===== src/rtl/phase_frame_builder.sv =====
// Collects time-multiplexed per-hydrophone phase words into rate-limited 6-channel frames.
// Optional build macro PHASE_DIFF_EN: output each channel as a wrapped difference against REF_CH.
module phase_frame_builder #(
  parameter int REF_CH  = 0,
  parameter int HOLDOFF = 16,
  parameter int TIMEOUT = 256,
  parameter int DATA_W  = 16
) (
  input  logic                     clock,
  input  logic                     reset,
  input  logic                     in_valid,
  input  logic [2:0]               in_chan,
  input  logic signed [DATA_W-1:0] in_phase,
  output logic                     out_enable,
  output logic signed [DATA_W-1:0] out_sampl_1,
  output logic signed [DATA_W-1:0] out_sampl_2,
  output logic signed [DATA_W-1:0] out_sampl_3,
  output logic signed [DATA_W-1:0] out_sampl_4,
  output logic signed [DATA_W-1:0] out_sampl_5,
  output logic signed [DATA_W-1:0] out_sampl_6,
  output logic [15:0]              frame_cnt,
  output logic [7:0]               drop_cnt,
  output logic [2:0]               err_flags
);

  localparam int NCH   = 6;
  localparam int TMR_W = $clog2(TIMEOUT + 1);
  localparam int HO_W  = $clog2(HOLDOFF + 1);

  if (HOLDOFF < 14 || REF_CH < 0 || REF_CH > NCH - 1 || TIMEOUT < 2) begin : g_bad_param
    $error("phase_frame_builder: illegal parameter value");
  end

  typedef enum logic {COLLECT_IDLE, COLLECT_ACTIVE} state_t;

  function automatic logic [7:0] sat_inc(input logic [7:0] x);
    return (&x) ? x : x + 8'd1;
  endfunction

`ifdef PHASE_DIFF_EN
  // Natural two's-complement wrap is exactly the phase wrap into [-pi,pi).
  function automatic logic signed [DATA_W-1:0] phase_diff(input logic signed [DATA_W-1:0] a,
                                                          input logic signed [DATA_W-1:0] b);
    return a - b;
  endfunction
`endif

  state_t                   state, state_nxt;
  logic signed [DATA_W-1:0] slot_p0 [NCH];
  logic [NCH-1:0]           mask_p0;
  logic [TMR_W-1:0]         timer_p0;
  logic signed [DATA_W-1:0] frame_c [NCH];
  logic signed [DATA_W-1:0] built_c [NCH];
  logic signed [DATA_W-1:0] pend_p1 [NCH];
  logic                     vld_p1;
  logic signed [DATA_W-1:0] out_p2 [NCH];
  logic                     vld_p2;
  logic [HO_W-1:0]          holdoff;
  logic [NCH-1:0]           chan_bit, mask_upd;
  logic                     accept, illegal, dup, complete, tmo, issue, overrun;

  always_comb begin
    state_nxt = state;
    illegal   = in_valid && (in_chan > 3'd5);
    accept    = in_valid && (in_chan <= 3'd5);
    chan_bit  = accept ? (NCH'(1) << in_chan) : '0;
    mask_upd  = mask_p0 | chan_bit;
    dup       = accept && (|(mask_p0 & chan_bit));
    complete  = accept && (mask_upd == 6'h3F);
    tmo       = (state == COLLECT_ACTIVE) && (timer_p0 == TMR_W'(TIMEOUT - 1)) && !complete;
    case (state)
      COLLECT_IDLE:   if (accept && !complete) state_nxt = COLLECT_ACTIVE;
      COLLECT_ACTIVE: if (complete || tmo)     state_nxt = COLLECT_IDLE;
      default:        state_nxt = COLLECT_IDLE;
    endcase
  end

  always_ff @(posedge clock) begin
    if (reset) state <= COLLECT_IDLE;
    else       state <= state_nxt;
  end

  // ---- p0: collection buffer, mask and frame timer
  always_ff @(posedge clock) begin
    if (accept) slot_p0[in_chan] <= in_phase;
  end

  always_ff @(posedge clock) begin
    if (reset) begin
      mask_p0  <= '0;
      timer_p0 <= '0;
    end else begin
      mask_p0  <= (complete || tmo) ? '0 : mask_upd;
      timer_p0 <= (state == COLLECT_IDLE) ? '0 : timer_p0 + TMR_W'(1);
    end
  end

  // The completing sample is merged in so the frame can be copied on its own edge.
  always_comb begin
    for (int k = 0; k < NCH; k++) begin
      frame_c[k] = (accept && in_chan == 3'(k)) ? in_phase : slot_p0[k];
    end
    for (int k = 0; k < NCH; k++) begin
`ifdef PHASE_DIFF_EN
      built_c[k] = phase_diff(frame_c[k], frame_c[REF_CH]);
`else
      built_c[k] = frame_c[k];
`endif
    end
  end

  // ---- p1: pending frame waiting for holdoff to expire
  assign issue   = vld_p1 && (holdoff == '0);
  assign overrun = complete && vld_p1 && !issue;

  always_ff @(posedge clock) begin
    if (complete) pend_p1 <= built_c;
  end

  always_ff @(posedge clock) begin
    if (reset)         vld_p1 <= 1'b0;
    else if (complete) vld_p1 <= 1'b1;
    else if (issue)    vld_p1 <= 1'b0;
  end

  // ---- p2: issued frame and strobe to the accumulator
  always_ff @(posedge clock) begin
    if (reset) begin
      for (int k = 0; k < NCH; k++) out_p2[k] <= '0;
      vld_p2    <= 1'b0;
      frame_cnt <= '0;
      holdoff   <= '0;
    end else begin
      vld_p2 <= issue;
      if (issue) begin
        out_p2    <= pend_p1;
        frame_cnt <= frame_cnt + 16'd1;
        holdoff   <= HO_W'(HOLDOFF - 1);
      end else if (holdoff != '0) begin
        holdoff <= holdoff - HO_W'(1);
      end
    end
  end

  always_ff @(posedge clock) begin
    if (reset) begin
      drop_cnt  <= '0;
      err_flags <= '0;
    end else begin
      if (tmo || overrun) drop_cnt <= sat_inc(drop_cnt);
      err_flags <= err_flags | {overrun, dup, illegal};
    end
  end

  assign out_enable  = vld_p2;
  assign out_sampl_1 = out_p2[0];
  assign out_sampl_2 = out_p2[1];
  assign out_sampl_3 = out_p2[2];
  assign out_sampl_4 = out_p2[3];
  assign out_sampl_5 = out_p2[4];
  assign out_sampl_6 = out_p2[5];

endmodule


===== config.mk =====
export PLATFORM = sky130hd
export DESIGN_NAME = phase_frame_builder
export DESIGN_NICKNAME = d
export VERILOG_FILES = /design/src/rtl/phase_frame_builder.sv
export SDC_FILE = /design/constraint.sdc
export NUM_CORES = 1
export LEC_CHECK = 0
export ABC_CLOCK_PERIOD_IN_PS = 7970
export BUFFER_PORTS_ARGS = -buffer_cell sky130_fd_sc_hd__buf_4
export CORE_UTILIZATION = 50
export CTS_CLUSTER_DIAMETER = 60
export DETAILED_ROUTE_END_ITERATION = 8
export MAX_ROUTING_LAYER = met4
export PLACE_DENSITY = 0.7
export SYNTH_ARGS = -nofsm -noshare
export SYNTH_HDL_FRONTEND = slang
export SYNTH_SLANG_ARGS = --single-unit

===== constraint.sdc =====
create_clock -name clock -period 7.97 [get_ports clock]
set_clock_uncertainty 0.15 [all_clocks]
set_input_delay 1.594 -clock clock [delete_from_list [all_inputs] [get_ports clock]]
set_output_delay 1.594 -clock clock [all_outputs]
set_load 0.05 [all_outputs]

## Word-level counts from Yosys, hierarchy flattened

Memory sizes are Yosys's and may differ from the RTL's. A register that Yosys moved wholly into a read port is not among the register bits.
Cells that the tools add are included.

| cells by class | value |
|---|---|
| add/subtract/negate cells | 4 |
| multiply operators | 0 |
| div/mod/pow operators | 0 |
| order comparisons | 2 |
| equal/unequal tests | 2 |
| shift-type cells | 1 |
| muxes and demuxes | 10 |
| bitwise gates (word level) | 5 |
| reductions and logical operators | 24 |

Operator list:

| kind | count |
|---|---|
| 16-bit by 1-bit adder with 16-bit output (second input constant) | 1 |
| 1-bit logical AND | 10 |
| 9-bit by 1-bit adder with 9-bit output (second input constant) | 1 |
| 9-bit by 8-bit equality test with 1-bit output (second input constant) | 1 |
| 8-bit by 1-bit adder with 8-bit output (second input constant) | 1 |
| 4-bit two-way mux | 2 |
| 8-bit AND reduction | 1 |
| 6-bit AND | 1 |
| 6-bit equality test (second input constant) | 1 |
| 1-bit two-way mux | 6 |
| 6-bit two-way mux | 1 |
| 6-bit bitwise OR | 1 |
| 2-bit OR reduction | 3 |
| 6-bit OR reduction | 1 |
| 1-bit by 3-bit left shift with 6-bit output (first input constant) | 1 |
| 5-bit logical NOT | 1 |
| 5-bit nonzero test | 1 |
| 5-bit by 1-bit subtractor with 5-bit output (second input constant) | 1 |
| 2-bit nonzero test | 2 |
| 3-bit > comparator (second input constant) | 1 |
| 3-bit <= comparator (second input constant) | 1 |
| 3-bit bitwise OR | 1 |
| 1-bit logical NOT | 2 |
| 1-bit logical OR | 2 |
| other kinds (3) | 4 |

| word-level totals | value |
|---|---|
| register bits after elaboration | 146 |
| bits in latches | 0 |
| RAM bits | 96 |
| ROM bits | 0 |
| input bits | 22 |
| output and inout port bits | 124 |
| memories | 1 |

Memories:

| memory | words | bits a word | read ports | clocked after Yosys merged registers in | write ports | RTL line | RTL |
|---|---|---|---|---|---|---|---|
| slot_p0 | 6 | 16 | 6 | 6 | 1 | 49 | `logic signed [DATA_W-1:0] slot_p0 [NCH];` |

## Logic depth before layout (Yosys ltp)

Gate-level depths: netlist (run 1).

| depth | value |
|---|---|
| word-level depth | 11 |
| depth in mapped cells | 10 |
| gate-level depth less buffers | 10 |

## Worst setup path before layout (run 1)

Ideal clock, no wire load.

| timing | value |
|---|---|
| kind | input to register |
| from | input port in_chan[0] |
| to | register mask_p0[0] |
| arrival time | 4.863 ns |
| setup slack | 2.840 ns |
| stages | 8 |
| buffers on the path | 1 |
| path through | buf_2 -> nand2b_1 -> o211ai_1 -> and3_1 -> nand2_1 -> inv_1 -> nor3b_1 -> o21a_1 |

| between the ends | value |
|---|---|
| word-level cells in the longest chain between the ends | 10 |
| elaborated cells between the ends (all ways) | 11 |

RTL lines:

| element | RTL line | RTL |
|---|---|---|
| from (decl) | 12 | `input logic [2:0] in_chan,` |
| 3-bit <= comparator | 65 | `accept = in_valid && (in_chan <= 3'd5);` |
| 1-bit logical AND | 65 |  |
| 6-bit two-way mux | 66 | `chan_bit = accept ? (NCH'(1) << in_chan) : '0;` |
| 6-bit bitwise OR | 67 | `mask_upd = mask_p0 \| chan_bit;` |
| 6-bit equality test | 69 | `complete = accept && (mask_upd == 6'h3F);` |
| 1-bit logical AND * | 69 |  |
| named net complete | 60 | `logic accept, illegal, dup, complete, tmo, issue, overrun;` |
| 1-bit logical NOT | 70 | `tmo = (state == COLLECT_ACTIVE) && (timer_p0 == TMR_W'(TIMEOUT - 1)) && !complete;` |
| 1-bit logical AND | 70 |  |
| 1-bit logical OR * | 93 | `mask_p0 <= (complete \|\| tmo) ? '0 : mask_upd;` |
| 2-bit OR reduction (no line) * | n/a |  |
| to (signal assigned) | 93 |  |
| to (decl) | 50 | `logic [NCH-1:0] mask_p0;` |

The timed path passes the listed nets; every way through them passes the cells marked *.
A chain may end at the register's enable or synchronous reset.

## Worst setup path in the final report (run 1)

| timing | value |
|---|---|
| from | input port in_chan[1] |
| to | register mask_p0[5] |

Same word-level chain as after synthesis.

==> summary.txt, run 1 <==
GLOBAL ROUTING
------------------------------------------------------------------------------
Antenna violations before repair ................................            0
First-pass GRT wire length ......................................     41700 um
Remaining global-route overflow .................................            0
Maximum number of pins on one net before global-route repair ....          103
Total Routing Usage GR ..........................................        0.213
Number of global-route vias before repair .......................         7793

CLOCKING
------------------------------------------------------------------------------
Total CTS buffers ...............................................           35
Clock sink total ................................................          338
Maximum buffer depth of the clock tree ..........................            3
H-tree depth ....................................................            2
TritonCTS clock tree ............................................         done
CTS Root Cell ...................................................    clkbuf_16
Clock-pin transition on the worst setup and hold timing paths ...      0.06 ns
Setup repair bufs after CTS .....................................            0
Insertion delay of the later-clocked pin in the worst-skew pair .      0.51 ns
Hold buffer count at CTS ........................................            0
# resized after CTS .............................................            0

STA
------------------------------------------------------------------------------
Final TNS setup .................................................         0 ns
Worst-margin pin slew ...........................................      1.18 ns
Count of endpoints failing hold in the final timing report ......            0
Final Slew Violations ...........................................            0
Final min period ................................................      4.04 ns
Final worst path period share ...................................        0.507
Upper clock frequency limit .....................................      248 MHz
Setup-violating endpoint count in the final report ..............            0
RSZ-0062 raised after global routing ............................        false
Slew margin rel. ................................................        0.212

SYNTH
------------------------------------------------------------------------------
Mean area per synthesized cell ..................................    11.8 um^2
Area contributors post-synth .................................... edfxtp_1 (46%), dfxtp_1 (23%), nand2_1 (9.4%), mux2_2 (6.3%), a21oi_1 (4.4%)
Dominant cell type by area after synthesis ......................     edfxtp_1
Top cell type's share of synthesized area .......................        0.461
Post-synth cell types ...........................................           45
Top FF cell, synth ..............................................     edfxtp_1
Synthesized cell area ...........................................   12500 um^2
Post-synthesis sequential element count .........................          338
Nets in the synthesized netlist .................................         1082
Count of flip-flops with a built-in enable after synthesis ......          192
Fraction of registers with async set or reset after synthesis ...            0
Yosys warning count .............................................            0
Number of instances in the synthesized netlist ..................         1055
Sequential element share of the synthesized area ................        0.695

LAYOUT
------------------------------------------------------------------------------
Fin nets ........................................................         1221
Diode count .....................................................            0
Most common cell after layout, fill and taps aside ..............      nand2_1
Multi-input gate area in the final layout .......................    3570 um^2
Area occupied by registers ......................................    8690 um^2
Top library cells by usage in the layout, fill and taps aside ... nand2_1 (312), edfxtp_1 (192), buf_4 (151), dfxtp_1 (146), a21oi_1 (110)
Fin area ........................................................   15000 um^2
Number of fill cells ............................................         1968
Cell Count, Final, Fillers Out ..................................         1544
Share of cells above drive strength 1 ...........................        0.232
Layout-stage area growth over the synthesis result ..............        20.0%
Finished Core Util ..............................................        0.615

FLOORPLAN
------------------------------------------------------------------------------
Io pins .........................................................          146
Die Width .......................................................       160 um
Effective utilization at floorplan ..............................        0.512
Floorplan core area .............................................   24400 um^2
Number of cell rows .............................................           57
Area of the die .................................................   25600 um^2
Height of the die ...............................................       160 um

SETUP PATH
------------------------------------------------------------------------------
Startpoint Class ................................................ primary input
Worst EP arrival ................................................      4.27 ns
Data required time at the worst endpoint ........................      8.20 ns
Max Fanout on Critical Path .....................................           54
Critical path type ..............................................       in2reg
Critical path capture point type ................................     register

DETAILED ROUTING
------------------------------------------------------------------------------
Post-Route WL ...................................................     26200 um
Via-to-Cell Ratio ...............................................         5.29
Routed vias .....................................................         8171
Average routed wire per standard cell ...........................      17.0 um
Detail Route Antenna Nets .......................................            0
Initial DRC Count ...............................................          481
Initial DRT Pass Iterations .....................................            5
DRC violation count after routing ...............................            0

MIN PATH
------------------------------------------------------------------------------
Type of the most critical hold path .............................      reg2reg

PWR
------------------------------------------------------------------------------
Areal power density over the cells ..............................  242 nW/um^2
Worst supply voltage drop on vdd ................................   0.000190 V
Static Leakage ..................................................      5.39 nW

OUTCOME
------------------------------------------------------------------------------
Result of the run ...............................................    completed

PLACE
------------------------------------------------------------------------------
Gpl congestion ..................................................        0.809
Sum of net half-perimeters after detailed placement .............     15600 um
Buffers on Ports ................................................          145
DP Area .........................................................   13900 um^2
Placed instance count ...........................................         1481

RUN
------------------------------------------------------------------------------
Max-capacitance violation count .................................            0

[power breakdown]
group	internal (W)	switching, W
combinational	0.0000535	0.0000908
clock	0.000946	0.000648
sequential	0.00187	0.0000145
[flip-flops by register name, summed over array words and instances (netlist names), 16 cells and up]
signal and cells:
out_sampl_5 16, out_sampl_3 16, out_sampl_6 16, out_sampl_4 16, frame_cnt 16, pend_p1 96, out_sampl_2 16, out_sampl_1 16
slot_p0 96
[through the flow]
step / total power [W] / hold slack [ns] / setup slack [ns]
2_1_floorplan: 0.00201 / 0.268 / 2.84
3_3_place_gp: 0.00206 / 0.279 / 3.55
3_5_place_dp: 0.00206 / 0.298 / 3.43
4_1_cts: 0.00365 / 0.307 / 3.95
5_1_grt: 0.00374 / 0.324 / 3.72
6_report: 0.00362 / 0.306 / 3.93
[logic make-up after synthesis]
kind of cell,count (synthesis),synth area share
compound gates,141,0.0627
xor+xnor,16,0.0112
fa+ha+maj,5,0.00501
buf+inv,64,0.0213
flops,338,0.695
mux,73,0.0656
simple gates,418,0.139
[final cells by class]
class,count,area share
Sequential cell,338,0.580
Multi-Input combinational cell,653,0.238
Timing Repair Buffer,151,0.0756
Clock buffer,46,0.0667
Tap cell,324,0.0270
Clock inverter,17,0.00860
Inverter,15,0.00392
[final timing paths]
check | from | to | slack [ns] | cells past startpoint
setup / recovery | in_chan[1] | mask_p0[5] | 3.93 | 9
hold / removal | out_sampl_3[9] | out_sampl_3[9] | 0.31 | 2
setup reg to reg | mask_p0[3] | mask_p0[5] | 4.97 | 8
hold reg to reg | out_sampl_3[9] | out_sampl_3[9] | 0.31 | 2
[Yosys cell counts (6+ instances only)]
| library cell | instances |
|---|---|
| nand2_1 | 313 |
| edfxtp_1 | 192 |
| dfxtp_1 | 146 |
| a21oi_1 | 110 |
| mux2_2 | 70 |
| nor2_1 | 43 |
| clkbuf_1 | 33 |
| buf_2 | 15 |
| inv_1 | 13 |
| nand3_1 | 13 |
| xor2_1 | 10 |
| nand2b_1 | 8 |
| o21ai_0 | 8 |
| nor3_1 | 7 |
| o21a_1 | 7 |
| or3_1 | 6 |
| xnor2_1 | 6 |
[worst max-delay path, stage by stage]
cell      delay [ns]
buf_4           0.16
nand2b_1        0.23
o211ai_1        0.29
and3_1          0.24
nand2_1         0.12
inv_4           0.47
buf_4           0.66
nor3b_1         0.24
o21a_1          0.16
[routing by layer]
layer / vias up / global-route usage / wire (um)
met5: - / - / 0
met4: 0 / 0.0701 / 639
met3: 48 / 0.0296 / 1280
met2: 228 / 0.329 / 12100
met1: 3968 / 0.290 / 12200
li1: 3927 / - / -
No activity file was read; power rests on OpenSTA's default activity.
==> inputs of run 2 (changes only) <==
--- a/config.mk
+++ b/config.mk
@@ -5,7 +5,7 @@
 export SDC_FILE = /design/constraint.sdc
 export NUM_CORES = 1
 export LEC_CHECK = 0
-export ABC_CLOCK_PERIOD_IN_PS = 7970
+export ABC_CLOCK_PERIOD_IN_PS = 4100
 export BUFFER_PORTS_ARGS = -buffer_cell sky130_fd_sc_hd__buf_4
 export CORE_UTILIZATION = 50
 export CTS_CLUSTER_DIAMETER = 60
==> constraint.sdc (replaced) <==
create_clock -name clock -period 4.1 [get_ports clock]
set_clock_uncertainty 0.15 [all_clocks]
set_input_delay 0.82 -clock clock [delete_from_list [all_inputs] [get_ports clock]]
set_output_delay 0.82 -clock clock [all_outputs]
set_load 0.05 [all_outputs]
==> run 2 against run 1 <==
Sequential power grew 95%. Global-route usage barely moved. Cell count is 0.45% higher. Sequential cell count stayed put. Count of clock-buffer cells in the layout increased by 8. Via count up 0.66%. Critical path type unchanged. Power grew 93%. Final area up 0.26%.
==> summary.txt, run 2 (synthesis results as in run 1) <==
STA
------------------------------------------------------------------------------
Count of endpoints failing hold in the final timing report ......            0
Setup-violating endpoint count in the final report ..............            0
Upper clock frequency limit .....................................      373 MHz
Worst-margin pin slew ...........................................      1.09 ns
Final Slew Violations ...........................................            0
Post-route worst hold slack .....................................     0.302 ns
RSZ-0062 raised after global routing ............................        false
Final worst path period share ...................................        0.653
Slew margin rel. ................................................        0.276
Final min period ................................................      2.68 ns
Final TNS setup .................................................         0 ns

PWR
------------------------------------------------------------------------------
Net switching component of the power ............................    0.00144 W
Final Total Pwr .................................................    0.00698 W
Clk pwr share ...................................................        0.435
Flop pwr share ..................................................        0.524
Areal power density over the cells ..............................  465 nW/um^2
Static Leakage ..................................................      5.40 nW
Worst supply voltage drop on vdd ................................   0.000335 V
Pint ............................................................    0.00555 W
Proportion of total power due to net switching ..................        0.206
Part of the total power dissipated in combinational logic .......        0.041

LAYOUT
------------------------------------------------------------------------------
Fin nets ........................................................         1228
Number of fill cells ............................................         1949
Top library cells by usage in the layout, fill and taps aside ... nand2_1 (312), edfxtp_1 (192), buf_4 (155), dfxtp_1 (146), a21oi_1 (110)
Diode count .....................................................            0
Most common cell after layout, fill and taps aside ..............      nand2_1
Share of cells above drive strength 1 ...........................        0.232
Finished Core Util ..............................................        0.616
Layout-stage area growth over the synthesis result ..............        20.3%
Largest registers ranked by flip-flop count ..................... pend_p1: 96 flops, slot_p0: 96 flops

SETUP PATH
------------------------------------------------------------------------------
Flop2flop setup slack ...........................................      1.56 ns
Critical path type ..............................................       in2reg
Data required time at the worst endpoint ........................      4.39 ns
Startpoint Class ................................................ primary input
Worst EP arrival ................................................      2.97 ns
Critical path capture point type ................................     register
Max Fanout on Critical Path .....................................           59

GLOBAL ROUTING
------------------------------------------------------------------------------
Maximum number of pins on one net before global-route repair ....           99
Antenna violations before repair ................................            0
Remaining global-route overflow .................................            0
Number of global-route vias before repair .......................         7994
First-pass GRT wire length ......................................     41700 um
Total Routing Usage GR ..........................................        0.213

RUN
------------------------------------------------------------------------------
Max-capacitance violation count .................................            0

CLOCKING
------------------------------------------------------------------------------
Setup repair bufs after CTS .....................................            0
# resized after CTS .............................................            0
Insertion delay of the later-clocked pin in the worst-skew pair .      0.50 ns
CTS Root Cell ...................................................    clkbuf_16
Clock-pin transition on the worst setup and hold timing paths ...      0.06 ns
Total CTS buffers ...............................................           36
Clock sink total ................................................          338
Hold buffer count at CTS ........................................            0
H-tree depth ....................................................            2
Maximum buffer depth of the clock tree ..........................            3
TritonCTS clock tree ............................................         done

DETAILED ROUTING
------------------------------------------------------------------------------
DRC violation count after routing ...............................            0
Average routed wire per standard cell ...........................      17.1 um
Post-Route WL ...................................................     26400 um
Routed vias .....................................................         8225
Initial DRT Pass Iterations .....................................            5
Detail Route Antenna Nets .......................................            0
Via-to-Cell Ratio ...............................................         5.30
Initial DRC Count ...............................................          577

PLACE
------------------------------------------------------------------------------
Sum of net half-perimeters after detailed placement .............     15900 um
Gpl congestion ..................................................        0.811
Buffers on Ports ................................................          145

FLOORPLAN
------------------------------------------------------------------------------
Floorplan core area .............................................   24400 um^2
Area of the die .................................................   25600 um^2
Number of cell rows .............................................           57
Height of the die ...............................................       160 um
Effective utilization at floorplan ..............................        0.512
Io pins .........................................................          146
Die Width .......................................................       160 um

OUTCOME
------------------------------------------------------------------------------
Result of the run ...............................................    completed

MIN PATH
------------------------------------------------------------------------------
Type of the most critical hold path .............................      reg2reg

[run 2: changes by cell type in the layout (fill, tap and decap cells not counted), sizes merged]
cell and delta:
buf +6, inv -1, clkinv -5, clkbuf +8, clkinvlp -1
[run 2: metal layers]
metal  vias to the layer above  track usage  wire length, um
met5                         -            -                0
met4                         0       0.0775              716
met3                        55       0.0332             1370
met2                       218        0.330            12200
met1                      4018        0.285            12100
li1                       3934            -                -
[run 2: final cells by class]
class	count	area [um^2]	area share
sequential	338	8690	0.578
multi-input combinational	653	3570	0.238
timing repair buffer	157	1200	0.0801
clock buffer	54	1000	0.0665
tap	324	405	0.0270
clock inverter	10	96.3	0.00641
inverter	15	60.1	0.00400
[run 2: path summary, 6_finish.rpt]
path                        from             end  cells after the start
setup / recovery      in_chan[1]      mask_p0[4]                      9
hold / removal    out_sampl_1[8]  out_sampl_1[8]                      2
setup reg to reg      holdoff[0]  out_sampl_3[5]                      7
hold reg to reg   out_sampl_1[8]  out_sampl_1[8]                      2
[run 2: per-stage QoR]
step	area, um^2	setup slack, ns	instances
floorplan	12500	0.0831	1055
global placement	13900	1.09	1487
detailed placement	13900	0.979	1487
CTS	15000	1.42	1551
global route	15000	1.28	1551
finish	15000	1.42	1551
[run 2: critical path, stage by stage]
cell	delay, ns
buf_4	0.18
mux2i_1	0.32
o31ai_4	0.09
and3_1	0.19
nand2_1	0.14
clkinvlp_4	0.14
buf_12	0.23
nor3b_1	0.63
o21a_1	0.23
[run 2: power groups by stage]
| stage | Combinational (W) | Clock (W) | Sequential [W] |
|---|---|---|---|
| 2_1_floorplan | 0.000181 | 0 | 0.00373 |
| 3_3_place_gp | 0.000277 | 0 | 0.00373 |
| 3_5_place_dp | 0.000288 | 0 | 0.00373 |
| 4_1_cts | 0.000289 | 0.00309 | 0.00366 |
| 5_1_grt | 0.000318 | 0.00323 | 0.00367 |
| 6_report | 0.000287 | 0.00304 | 0.00366 |
==> inputs of run 3 (changes only) <==
--- a/config.mk
+++ b/config.mk
@@ -5,13 +5,13 @@
 export SDC_FILE = /design/constraint.sdc
 export NUM_CORES = 1
 export LEC_CHECK = 0
-export ABC_CLOCK_PERIOD_IN_PS = 4100
+export ABC_CLOCK_PERIOD_IN_PS = 2200
 export BUFFER_PORTS_ARGS = -buffer_cell sky130_fd_sc_hd__buf_4
 export CORE_UTILIZATION = 50
 export CTS_CLUSTER_DIAMETER = 60
 export DETAILED_ROUTE_END_ITERATION = 8
 export MAX_ROUTING_LAYER = met4
-export PLACE_DENSITY = 0.7
+export PLACE_DENSITY = 0.73
 export SYNTH_ARGS = -nofsm -noshare
 export SYNTH_HDL_FRONTEND = slang
 export SYNTH_SLANG_ARGS = --single-unit
==> constraint.sdc (replaced) <==
create_clock -name clock -period 2.2 [get_ports clock]
set_clock_uncertainty 0.15 [all_clocks]
set_input_delay 0.44 -clock clock [delete_from_list [all_inputs] [get_ports clock]]
set_output_delay 0.44 -clock clock [all_outputs]
set_load 0.05 [all_outputs]
==> run 3 against run 2 <==
Combinational power up 130%. Worst hold slack worse by 0.23 ns. Routed wire length up 1.5%. Critical endpoint is now drop_cnt[4]. Sequential share of layout area down 2.0 points. Register-to-register slack worse by 1.5 ns. Largest power group unchanged. Largest cell class unchanged. Final area up 3.6%. Sequential power up 87%. Die area unchanged.
==> summary.txt, run 3 (synthesis results as in run 1) <==
LAYOUT
------------------------------------------------------------------------------
Area occupied by registers ......................................    8690 um^2
Share of cells above drive strength 1 ...........................        0.273
Most common cell after layout, fill and taps aside ..............      nand2_1
Number of fill cells ............................................         1881
Finished Core Util ..............................................        0.638
Largest registers ranked by flip-flop count ..................... pend_p1: 96 flops, slot_p0: 96 flops
Fin area ........................................................   15600 um^2
Fin nets ........................................................         1263
Multi-input gate area in the final layout .......................    3680 um^2
Cell Count, Final, Fillers Out ..................................         1586
Diode count .....................................................            0
Top library cells by usage in the layout, fill and taps aside ... nand2_1 (311), edfxtp_1 (192), buf_4 (176), dfxtp_1 (141), a21oi_1 (108)
Layout-stage area growth over the synthesis result ..............        24.6%

SETUP PATH
------------------------------------------------------------------------------
Max Fanout on Critical Path .....................................            4
Launching point of the worst reg2reg path .......................   holdoff[0]
Capturing point of the worst reg2reg path .......................  drop_cnt[4]
Number of cell instances on the worst register-to-register path .            8
End point of the critical path ..................................  drop_cnt[4]
Critical path capture point type ................................     register
Startpoint Class ................................................     register
Data required time at the worst endpoint ........................      2.45 ns
Flop2flop setup slack ...........................................      0.10 ns
Critical path type ..............................................      reg2reg
Worst EP arrival ................................................      2.35 ns
Critical Path Source ............................................   holdoff[0]

DETAILED ROUTING
------------------------------------------------------------------------------
DRC violation count after routing ...............................            0
Average routed wire per standard cell ...........................      16.9 um
Via-to-Cell Ratio ...............................................         5.26
Detail Route Antenna Nets .......................................            0
Initial DRT Pass Iterations .....................................            5
Initial DRC Count ...............................................          610
Post-Route WL ...................................................     26800 um
Routed vias .....................................................         8336

STA
------------------------------------------------------------------------------
Final worst path period share ...................................        0.954
Worst-margin pin slew ...........................................     0.369 ns
Final Slew Violations ...........................................            0
Count of endpoints failing hold in the final timing report ......            0
Setup-violating endpoint count in the final report ..............            0
Upper clock frequency limit .....................................      477 MHz
Final TNS setup .................................................         0 ns
Slew margin rel. ................................................        0.754
Final min period ................................................      2.10 ns

FLOORPLAN
------------------------------------------------------------------------------
Area of the die .................................................   25600 um^2
Floorplan core area .............................................   24400 um^2
Io pins .........................................................          146
Number of cell rows .............................................           57
Die Width .......................................................       160 um
Effective utilization at floorplan ..............................        0.512
Height of the die ...............................................       160 um

GLOBAL ROUTING
------------------------------------------------------------------------------
Number of global-route vias before repair .......................         8018
Maximum number of pins on one net before global-route repair ....           61
Antenna violations before repair ................................            0
Total Routing Usage GR ..........................................        0.215
First-pass GRT wire length ......................................     42100 um
Remaining global-route overflow .................................            0

PWR
------------------------------------------------------------------------------
Worst supply voltage drop on vdd ................................   0.000514 V
Areal power density over the cells ..............................  829 nW/um^2
Static Leakage ..................................................      5.64 nW
Final Total Pwr .................................................     0.0129 W

CLOCKING
------------------------------------------------------------------------------
Clock-pin transition on the worst setup and hold timing paths ...      0.06 ns
Clock sink total ................................................          338
Total CTS buffers ...............................................           34
H-tree depth ....................................................            2
Maximum buffer depth of the clock tree ..........................            3
Insertion delay of the later-clocked pin in the worst-skew pair .      0.52 ns
TritonCTS clock tree ............................................         done
CTS Root Cell ...................................................    clkbuf_16

MIN PATH
------------------------------------------------------------------------------
Hold depth ......................................................            1
Type of the most critical hold path .............................       in2reg
Min-Delay Startpoint ............................................ in_phase[15]

RUN
------------------------------------------------------------------------------
Max-capacitance violation count .................................            0

PLACE
------------------------------------------------------------------------------
Placed instance count ...........................................         1522
DP Area .........................................................   14400 um^2
Gpl congestion ..................................................        0.796
Buffers on Ports ................................................          145
Sum of net half-perimeters after detailed placement .............     17100 um

OUTCOME
------------------------------------------------------------------------------
Result of the run ...............................................    completed

## run 3: metal layers
| layer | global-route usage | wire (um) | vias to the layer above |
|---|---|---|---|
| li1 | - | - | 4011 |
| met1 | 0.279 | 11800 | 4028 |
| met2 | 0.348 | 12900 | 259 |
| met3 | 0.0361 | 1570 | 38 |
| met4 | 0.0649 | 512 | 0 |
| met5 | - | 0 | - |
## run 3: how the worst min path moves through the flow
stage / to / slack [ns]
3_3_place_gp: timer_p0[0] / 0.28
2_1_floorplan: timer_p0[0] / 0.27
6_report: slot_p0[3][15] / 0.07
3_5_place_dp: timer_p0[0] / 0.30
5_1_grt: slot_p0[3][15] / 0.05
4_1_cts: slot_p0[3][15] / 0.05
## run 3: cell type report
cell class / instances / area share
sequential: 338 / 0.559
multi-input combinational: 653 / 0.237
timing repair buffer: 194 / 0.108
clock buffer: 49 / 0.0604
tap: 324 / 0.0260
clock inverter: 13 / 0.00659
inverter: 15 / 0.00386
## run 3: worst max-delay path, cell delays in order (launching register included)
cell and delay (ns):
dfxtp_1 0.32, inv_1 0.07, ha_4 0.17, nor3b_2 0.15
nand2b_1 0.10, o211ai_1 0.12, or4_4 0.45, a21oi_2 0.15
mux2_4 0.30
## run 3: power breakdown
part           switching, W  total [W]  internal [W]
Clock               0.00229    0.00541       0.00311
Sequential        0.0000596    0.00683       0.00677
Combinational      0.000374   0.000674      0.000300
## run 3: metrics by stage
step	hold slack, ns	setup slack [ns]
2_1_floorplan	0.268	-1.23
3_3_place_gp	0.282	-0.0870
3_5_place_dp	0.295	-0.112
4_1_cts	0.0536	0.0323
5_1_grt	0.0543	-0.0293
6_report	0.0738	0.102
## run 3: timing repair
| item | CTS | global route |
|---|---|---|
| gates resized for setup | 1 | 20 |
| pin swaps | 0 | 5 |
| hold buffers | 0 | 0 |
| endpoints found under the setup margin | 1 | 69 |
| setup buffers | 0 | 2 |
